<file path="config.mk">
export PLATFORM = sky130hd
export DESIGN_NAME = servo_write_arbiter
export DESIGN_NICKNAME = d
export VERILOG_FILES = /design/src/rtl/servo_write_arbiter.sv
export SDC_FILE = /design/constraint.sdc
export NUM_CORES = 1
export LEC_CHECK = 0
export ABC_CLOCK_PERIOD_IN_PS = 4700
export CORE_UTILIZATION = 25
export DETAILED_ROUTE_END_ITERATION = 10
export PLACE_DENSITY = 0.61
export SLEW_MARGIN = 20
export SYNTH_ARGS = -nofsm -noshare
export SYNTH_HDL_FRONTEND = slang
export SYNTH_SLANG_ARGS = --single-unit
</file>
<file path="constraint.sdc">
create_clock -name i_clk -period 4.7 [get_ports i_clk]
set_input_delay 1.175 -clock i_clk [delete_from_list [all_inputs] [get_ports i_clk]]
set_output_delay 1.175 -clock i_clk [all_outputs]
set_load 0.02 [all_outputs]
</file>
<file path="src/rtl/servo_write_arbiter.sv">
`default_nettype none
// ============================================================================
// Module : servo_write_arbiter
// Shares one PCA9685 register-write engine between N_REQ requesters: runs the
// chip init sequence after reset, then grants queued writes round-robin.
// Rev    : 1.0
// ============================================================================
module servo_write_arbiter #(
  parameter int         N_REQ       = 4,
  parameter logic [7:0] PRESCALE    = 8'h79,
  parameter bit         INIT_EN     = 1'b1,
  parameter int         TIMEOUT_CYC = 0
) (
  input  logic                     i_clk,
  input  logic                     i_rst,
  input  logic [N_REQ-1:0]         i_req,
  input  logic [8*N_REQ-1:0]       i_addr,
  input  logic [8*N_REQ-1:0]       i_data,
  output logic [N_REQ-1:0]         o_ack,
  output logic                     o_err,
  output logic [$clog2(N_REQ)-1:0] o_grant_id,
  output logic                     o_busy,
  output logic                     o_init_done,
  output logic                     o_start,
  output logic [7:0]               o_reg_addr,
  output logic [7:0]               o_data,
  input  logic                     i_complete
);

  localparam int GW = $clog2(N_REQ);
  localparam int CW = (TIMEOUT_CYC > 1) ? $clog2(TIMEOUT_CYC + 1) : 1;
  localparam logic [CW-1:0] TO_LAST = CW'((TIMEOUT_CYC > 0) ? TIMEOUT_CYC - 1 : 0);
  localparam logic [GW-1:0] LAST_ID = GW'(N_REQ - 1);

  typedef enum logic [2:0] {
    INIT_SLEEP = 3'd0,
    INIT_PRESC = 3'd1,
    INIT_RUN   = 3'd2,
    IDLE       = 3'd3,
    ISSUE      = 3'd4,
    RELEASE    = 3'd5
  } state_t;

  localparam state_t RESET_STATE = INIT_EN ? INIT_SLEEP : IDLE;

  state_t            state_q, state_d;
  logic [7:0]        addr_q, addr_d;
  logic [7:0]        data_q, data_d;
  logic [GW-1:0]     grant_q, grant_d;
  logic [1:0]        step_q, step_d;
  logic              abort_q, abort_d;
  logic              init_done_q, init_done_d;
  logic [N_REQ-1:0]  ack_q, ack_d;
  logic              err_q, err_d;
  logic [CW-1:0]     cnt_q, cnt_d;
  logic              start_q;
  logic              busy_q;

  logic              arb_found;
  logic [GW-1:0]     arb_id;
  logic [GW-1:0]     cand;
  logic              timeout_hit;

  // Round-robin scan starting one past the last served requester.
  always_comb begin
    arb_found = 1'b0;
    arb_id    = grant_q;
    cand      = '0;
    for (int i = 1; i <= N_REQ; i++) begin
      cand = GW'((int'(grant_q) + i) % N_REQ);
      if (!arb_found && i_req[cand]) begin
        arb_found = 1'b1;
        arb_id    = cand;
      end
    end
  end

  assign timeout_hit = (TIMEOUT_CYC > 0) && (cnt_q == TO_LAST);

  always_comb begin
    state_d     = state_q;
    addr_d      = addr_q;
    data_d      = data_q;
    grant_d     = grant_q;
    step_d      = step_q;
    abort_d     = abort_q;
    init_done_d = init_done_q;
    ack_d       = '0;
    err_d       = 1'b0;
    cnt_d       = cnt_q;
    case (state_q)
      INIT_SLEEP: begin
        addr_d  = 8'h00;
        data_d  = 8'h10;
        step_d  = 2'd0;
        abort_d = 1'b0;
        cnt_d   = '0;
        state_d = ISSUE;
      end
      INIT_PRESC: begin
        addr_d  = 8'hFE;
        data_d  = PRESCALE;
        step_d  = 2'd1;
        cnt_d   = '0;
        state_d = ISSUE;
      end
      INIT_RUN: begin
        addr_d  = 8'h00;
        data_d  = 8'h00;
        step_d  = 2'd2;
        cnt_d   = '0;
        state_d = ISSUE;
      end
      IDLE: begin
        if (init_done_q && arb_found) begin
          grant_d = arb_id;
          addr_d  = i_addr[{arb_id, 3'b000} +: 8];
          data_d  = i_data[{arb_id, 3'b000} +: 8];
          abort_d = 1'b0;
          cnt_d   = '0;
          state_d = ISSUE;
        end
      end
      ISSUE: begin
        if (i_complete) begin
          state_d = RELEASE;
          if (init_done_q) ack_d[grant_q] = 1'b1;
        end else if (timeout_hit) begin
          err_d   = 1'b1;
          abort_d = !init_done_q;
          state_d = RELEASE;
        end else begin
          cnt_d = cnt_q + 1'b1;
        end
      end
      RELEASE: begin
        // Hold off until the engine drops complete so it never sees a back-to-back start.
        if (!i_complete) begin
          if (init_done_q) begin
            state_d = IDLE;
          end else if (abort_q) begin
            state_d = INIT_SLEEP;
          end else begin
            case (step_q)
              2'd0:    state_d = INIT_PRESC;
              2'd1:    state_d = INIT_RUN;
              default: begin
                state_d     = IDLE;
                init_done_d = 1'b1;
              end
            endcase
          end
        end
      end
      default: state_d = RESET_STATE;
    endcase
  end

  always_ff @(posedge i_clk or posedge i_rst) begin
    if (i_rst) begin
      state_q     <= RESET_STATE;
      addr_q      <= '0;
      data_q      <= '0;
      grant_q     <= LAST_ID;
      step_q      <= '0;
      abort_q     <= 1'b0;
      init_done_q <= !INIT_EN;
      ack_q       <= '0;
      err_q       <= 1'b0;
      cnt_q       <= '0;
      start_q     <= 1'b0;
      busy_q      <= 1'b0;
    end else begin
      state_q     <= state_d;
      addr_q      <= addr_d;
      data_q      <= data_d;
      grant_q     <= grant_d;
      step_q      <= step_d;
      abort_q     <= abort_d;
      init_done_q <= init_done_d;
      ack_q       <= ack_d;
      err_q       <= err_d;
      cnt_q       <= cnt_d;
      start_q     <= (state_d == ISSUE);
      busy_q      <= (state_d != IDLE);
    end
  end

  assign o_ack       = ack_q;
  assign o_err       = err_q;
  assign o_grant_id  = grant_q;
  assign o_busy      = busy_q;
  assign o_init_done = init_done_q;
  assign o_start     = start_q;
  assign o_reg_addr  = addr_q;
  assign o_data      = data_q;

endmodule
`default_nettype wire

</file>
# After elaboration in Yosys (flattened, before gate mapping)
# Index checks and enable logic that the tools add are counted.
# op_classes
n_mux,38
add_sub_neg,4
magnitude_cmp,6
n_shift,2
reduce_logical,22
eq_ne,9
bitwise,1
# op_table
op,count
$shiftx A32 B6 Y8,2
$pmux W8 S4,1
$pmux W8 S3,1
$mux W8,2
$lt A2 B3 Y1 const B,5
$mux W1,13
$mux W2,6
$mux W4,3
$pmux W3 S4,1
$reduce_and A2 Y1,5
$eq A3 B3 Y1 const B,3
$mux W3,3
$bmux W1 S2,4
$eq A3 B2 Y1 const B,2
$pmux W2 S3,1
$reduce_bool A3 Y1,2
$logic_and A1 B1 Y1,5
$add A2 B1 Y2 const B,2
$add A2 B2 Y2 const B,2
$pmux W2 S2,1
$reduce_bool A4 Y1,1
$reduce_or A2 Y1,2
$eq A3 B1 Y1 const B,1
$logic_not A1 Y1,3
11 further kinds,11
# totals
register_bits,31
elab_cells,92
out_inout_bits,26
in_bits,71

# Longest topological paths before layout
# logic_depth
word_depth,17
mapped_depth,11
mapped_depth_nobuf,8

# Least setup slack after synthesis
# OpenSTA, ideal clock, no wires.
# synth_path
kind,reg2reg
from,"register grant_q[1], in the netlist o_grant_id[1]"
to,"register addr_q[5], in the netlist o_reg_addr[5]"
path_buffers,3
period_less_slack_ns,2.898
slack_ns,1.802
stages_incl_launch_ff,12
setup_time_ns,0.126
arrival_ns,2.772
t_required_ns,4.574
path_cell_list,dfstp_2 buf_2 inv_1 ha_1 mux2_2 o221ai_1 o21a_1 buf_2 buf_4 mux2i_1 mux2i_1 a221o_1
# synth_between
elab_chain_cells,16
word_cells_on_any_way,32
cone_classes,add/sub (4); eq/ne (1); shift (1); mux (18); reduce/logical (8)
# synth_rtl
item,line,source
start: declaration,49,"logic [GW-1:0] grant_q, grant_d;"
start signal: assignment,177,grant_q <= grant_d;
$add A2 B1 Y2,70,cand = GW'((int'(grant_q) + i) % N_REQ);
$bmux W1 S2,71,if (!arb_found && i_req[cand]) begin
$mux W1 (not written as such),71,
$mux W1,71,
$logic_not A1 Y1,71,
$logic_and A1 B1 Y1,71,
$mux W1,71,
$logic_not A1 Y1,71,
$logic_and A1 B1 Y1,71,
$mux W1,71,
$logic_not A1 Y1,71,
$logic_and A1 B1 Y1,71,
$mux W2 or $mux W1 (tied branches),71,
$shiftx A32 B6 Y8 or $logic_and A1 B1 Y1 (tied branches),"117, 115",
$mux W8 or $ne A2 B2 Y1 (tied branches),--,
$pmux W8 S3 or $reduce_and A2 Y1 (tied branches),--,
end signal: assignment,175,addr_q <= addr_d;
end: declaration,47,"logic [7:0] addr_q, addr_d;"
# Several ways; a longest one is shown, not always the timed one. The select of a mux whose other input is x is not followed.
# A chain may end at the register's enable or synchronous reset.

# Worst setup path in the final report
# layout_path
from,input port i_req[1]
to,"register data_q[6], in the netlist o_data[6]"
# layout_between
elab_chain_cells,15
word_cells_on_any_way,28
cone_classes,eq/ne (1); shift (1); mux (18); reduce/logical (8)
# layout_rtl
item,line,source
start: declaration,16,"input logic [N_REQ-1:0] i_req,"
$bmux W1 S2,71,
$mux W1 (not written as such),71,
$mux W1,71,
$logic_not A1 Y1,71,
$logic_and A1 B1 Y1,71,
$mux W1,71,
$logic_not A1 Y1,71,
$logic_and A1 B1 Y1,71,
$mux W1,71,
$logic_not A1 Y1,71,
$logic_and A1 B1 Y1,71,
$mux W2 or $mux W1 (tied branches),71,
$shiftx A32 B6 Y8 or $logic_and A1 B1 Y1 (tied branches),"118, 115",
$mux W8 or $ne A2 B2 Y1 (tied branches),--,
$pmux W8 S4 or $reduce_and A2 Y1 (tied branches),--,
end signal: assignment,176,data_q <= data_d;
end: declaration,48,"logic [7:0] data_q, data_d;"
# Several ways; a longest one is shown, not always the timed one. The select of a mux whose other input is x is not followed.

==> run_results.csv <==
group,metric,value,unit
outcome,status,"finished clean",
worst_setup_path,end_kind,"flip-flop",
synthesis,synth_area,0.00212,mm²
synthesis,async_flop_share,100,%
drt,ant_nets,0,
layout,layout-drive-gt1-share,9.22,%
sta,final-setup-viol-count,0,
grt,overflow,0,
grt,grt_pass1_vias,1822,
clock_tree,tritoncts,"done",
sta,final.period_utilization,77.3,%
sta,timing.setup.tns,0,ns
placed_design,port_buffers,95,
drt,drt_first_pass_iters,6,
layout,final_common_cell,"clkdlybuf4s50_1",
die,ioPinCount,97,
die,initial_utilization,25.8,%
sta,relSlewSlack,34.2,%
layout,area.growth.synth_to_final,52.8,%
drt,vias_per_cell,4.84,
sta,layout_min_cycle_time,3.63,ns
clock_tree,clock-sinks,30,
grt,grt_use_total,12.8,%
sta,hold_viol,0,
worst_setup_path,worstSetupPathType,"input port to flip-flop",
clock_tree,htreeDepth,2,
synthesis,synth.ff_latch_count,30,
sta,setup_ws,1.07,ns
pwr,vdd_drop_max,267,µV
synthesis,synthXorXnorAreaFrac,0,%
die,die_area,0.00886,mm²
grt,grt_start_max_net_pins,31,
placed_design,place_congestion,0.791,
layout,fin_area,0.00324,mm²
worst_setup_path,path_max_fanout,25,
synthesis,synth-simple-area-share,15.0,%
synthesis,yosys_warnings,0,
drt,wire_per_inst,13.9,µm
clock_tree,ctsHoldBuffers,0,
clock_tree,clk_pin_slew,0.06,ns
worst_setup_path,worstSetupStartpointType,"input port",
sta,worstMarginPinSlew,0.987,ns
die,core,0.00822,mm²
die,fp.dieW,94.1,µm
synthesis,synth_top_family_by_area,"multiplexers",
layout,num-nets-final,367,
grt,antenna_found_initial,0,
synthesis,syn_nets,279,
synthesis,synth_compound_area_share,17.9,%
placed_design,post-dp-hpwl,3.99,mm
sta,rsz0062_at_grt,"no",
pwr,cellLeakagePower,1.39,nW
drt,drt_wl_total,5.53,mm
run,drv_cap,0,
layout,final_cell_mix,"clkdlybuf4s50_1, mux2i_1, dfrtp_1",
worst_setup_path,worstPathArrival,3.80,ns
worst_setup_path,cp_data_required_time,4.86,ns
sta,drv_slew,0,
clock_tree,cts-root-buf,"clkbuf_8",
synthesis,syn_area_per_cell,10.4,µm²
synthesis,syn_inst,204,
synthesis,synthAdderAreaFrac,2.36,%
placed_design,dp.cells,390,
drt,vias,1928,
layout,antenna_cells,0,
placed_design,pre_cts_slack,0.761,ns
sta,skew,0.00521,ns
clock_tree,clk_latency,0.28,ns
layout,finalNonFillerCells,398,
synthesis,synth_cell_type_count,44,
synthesis,ys.flop_type,"dfrtp_1",
clock_tree,cts_setup_buffers,0,
grt,grt_pass1_wl,8.69,mm
placed_design,place_area,0.00313,mm²
die,rows,33,
hold_path,worstHoldPathType,"flip-flop to flip-flop",
clock_tree,cts_buffers,5,
pwr,power_density,570,mW/mm²
sta,worst_hold_slack,0.510,ns
synthesis,synth_edf_count,0,
drt,drc,0,
clock_tree,postCtsResizedCells,0,
synthesis,muxShareOfSynthArea,21.9,%
clock_tree,cts.path.max_buffers,2,
sta,fmax,275,MHz
die,die_h,94.1,µm
drt,first_iter_violations,96,
layout,fillCellCount,809,
synthesis,yosysSeqAreaShare,35.5,%
## worst max-delay path: stages
cell	delay, ns
clkdlybuf4s50_1	0.70
and3b_1	0.22
o211ai_1	0.16
o221ai_1	0.20
o22ai_4	0.78
mux2i_1	0.18
a221o_1	0.35
## metal layers
layer / wire length, µm / vias to the layer above / GRT usage [%]
li1: - / 935 / -
met1: 2340 / 906 / 15.9
met2: 2620 / 79 / 20.2
met3: 474 / 8 / 4.61
met4: 102 / 0 / 4.87
met5: 0 / - / 0
## stage by stage
stage	total power, mW	util [%]
2_1_floorplan	1.29	-
3_3_place_gp	1.59	38.1
3_5_place_dp	1.61	38.1
4_1_cts	1.87	39.4
5_1_grt	1.99	39.4
6_report	1.85	39.4
## final timing paths
kind	slack (ns)	from	cells past startpoint	end
worst min register to register	0.51	step_q[0]	2	step_q[0]
max in group asynchronous	3.12	i_rst	3	o_grant_id[0]
min in group asynchronous	1.27	i_rst	3	o_start
worst max register to register	1.30	o_grant_id[0]	9	o_reg_addr[1]
worst max-delay path	1.07	i_req[1]	7	o_data[6]
worst min-delay path	0.51	step_q[0]	2	step_q[0]
## report_power, final
part / total [mW] / switching [mW] / internal, mW
Clock: 0.257 / 0.101 / 0.156
Combinational: 1.11 / 0.549 / 0.564
Sequential: 0.477 / 0.111 / 0.366
Total: 1.85 / 0.762 / 1.09
## Yosys cell counts (all sizes together), types with 2 or more instances
| cell type | count | area (µm²) |
|---|---|---|
| a221o | 12 | 120 |
| a21oi | 5 | 25.0 |
| nand3b | 5 | 37.5 |
| mux2i | 43 | 430 |
| buf | 13 | 103 |
| nand4 | 3 | 25.0 |
| a31o | 3 | 26.3 |
| dfrtp | 28 | 701 |
| dfstp | 2 | 52.6 |
| o31a | 4 | 35.0 |
| clkbuf | 6 | 22.5 |
| nand2 | 4 | 15.0 |
| o211ai | 2 | 20.0 |
| nor2b | 10 | 62.6 |
| inv | 7 | 26.3 |
| o21ai | 4 | 20.0 |
| nand4b | 2 | 17.5 |
| ha | 4 | 50.1 |
| nor3b | 3 | 22.5 |
| mux2 | 3 | 33.8 |
| nor2 | 20 | 75.1 |
| a32o | 4 | 40.0 |
| o221ai | 2 | 17.5 |
## flip-flops by register name, summed over array words and instances, names as in the netlist
| name | cells |
|---|---|
| o_ack | 4 |
| step_q | 2 |
| o_data | 8 |
| o_grant_id | 2 |
| o_reg_addr | 8 |
| state_q | 3 |
| o_busy | 1 |
| o_start | 1 |
| o_init_done | 1 |
## cells by family (layout without fill, tap and decap cells)
logic type / after synthesis / in the layout
AOI/OAI and AO/OA: 43 / 43
adders and majority gates: 4 / 4
buffers and inverters: 26 / 115
DFF: 30 / 30
muxes: 46 / 46
other: 1 / 1
and+or+nand+nor: 54 / 54
## final cells by class
class	count	area, µm²	area share [%]
timing repair buffer	100	988	30.5
multi-input combinational	148	1230	38.0
sequential	30	753	23.2
clock inverter	3	40.0	1.24
tap	105	131	4.05
inverter	7	26.3	0.811
clock buffer	5	68.8	2.12
Power figures use the tool's default switching activity.
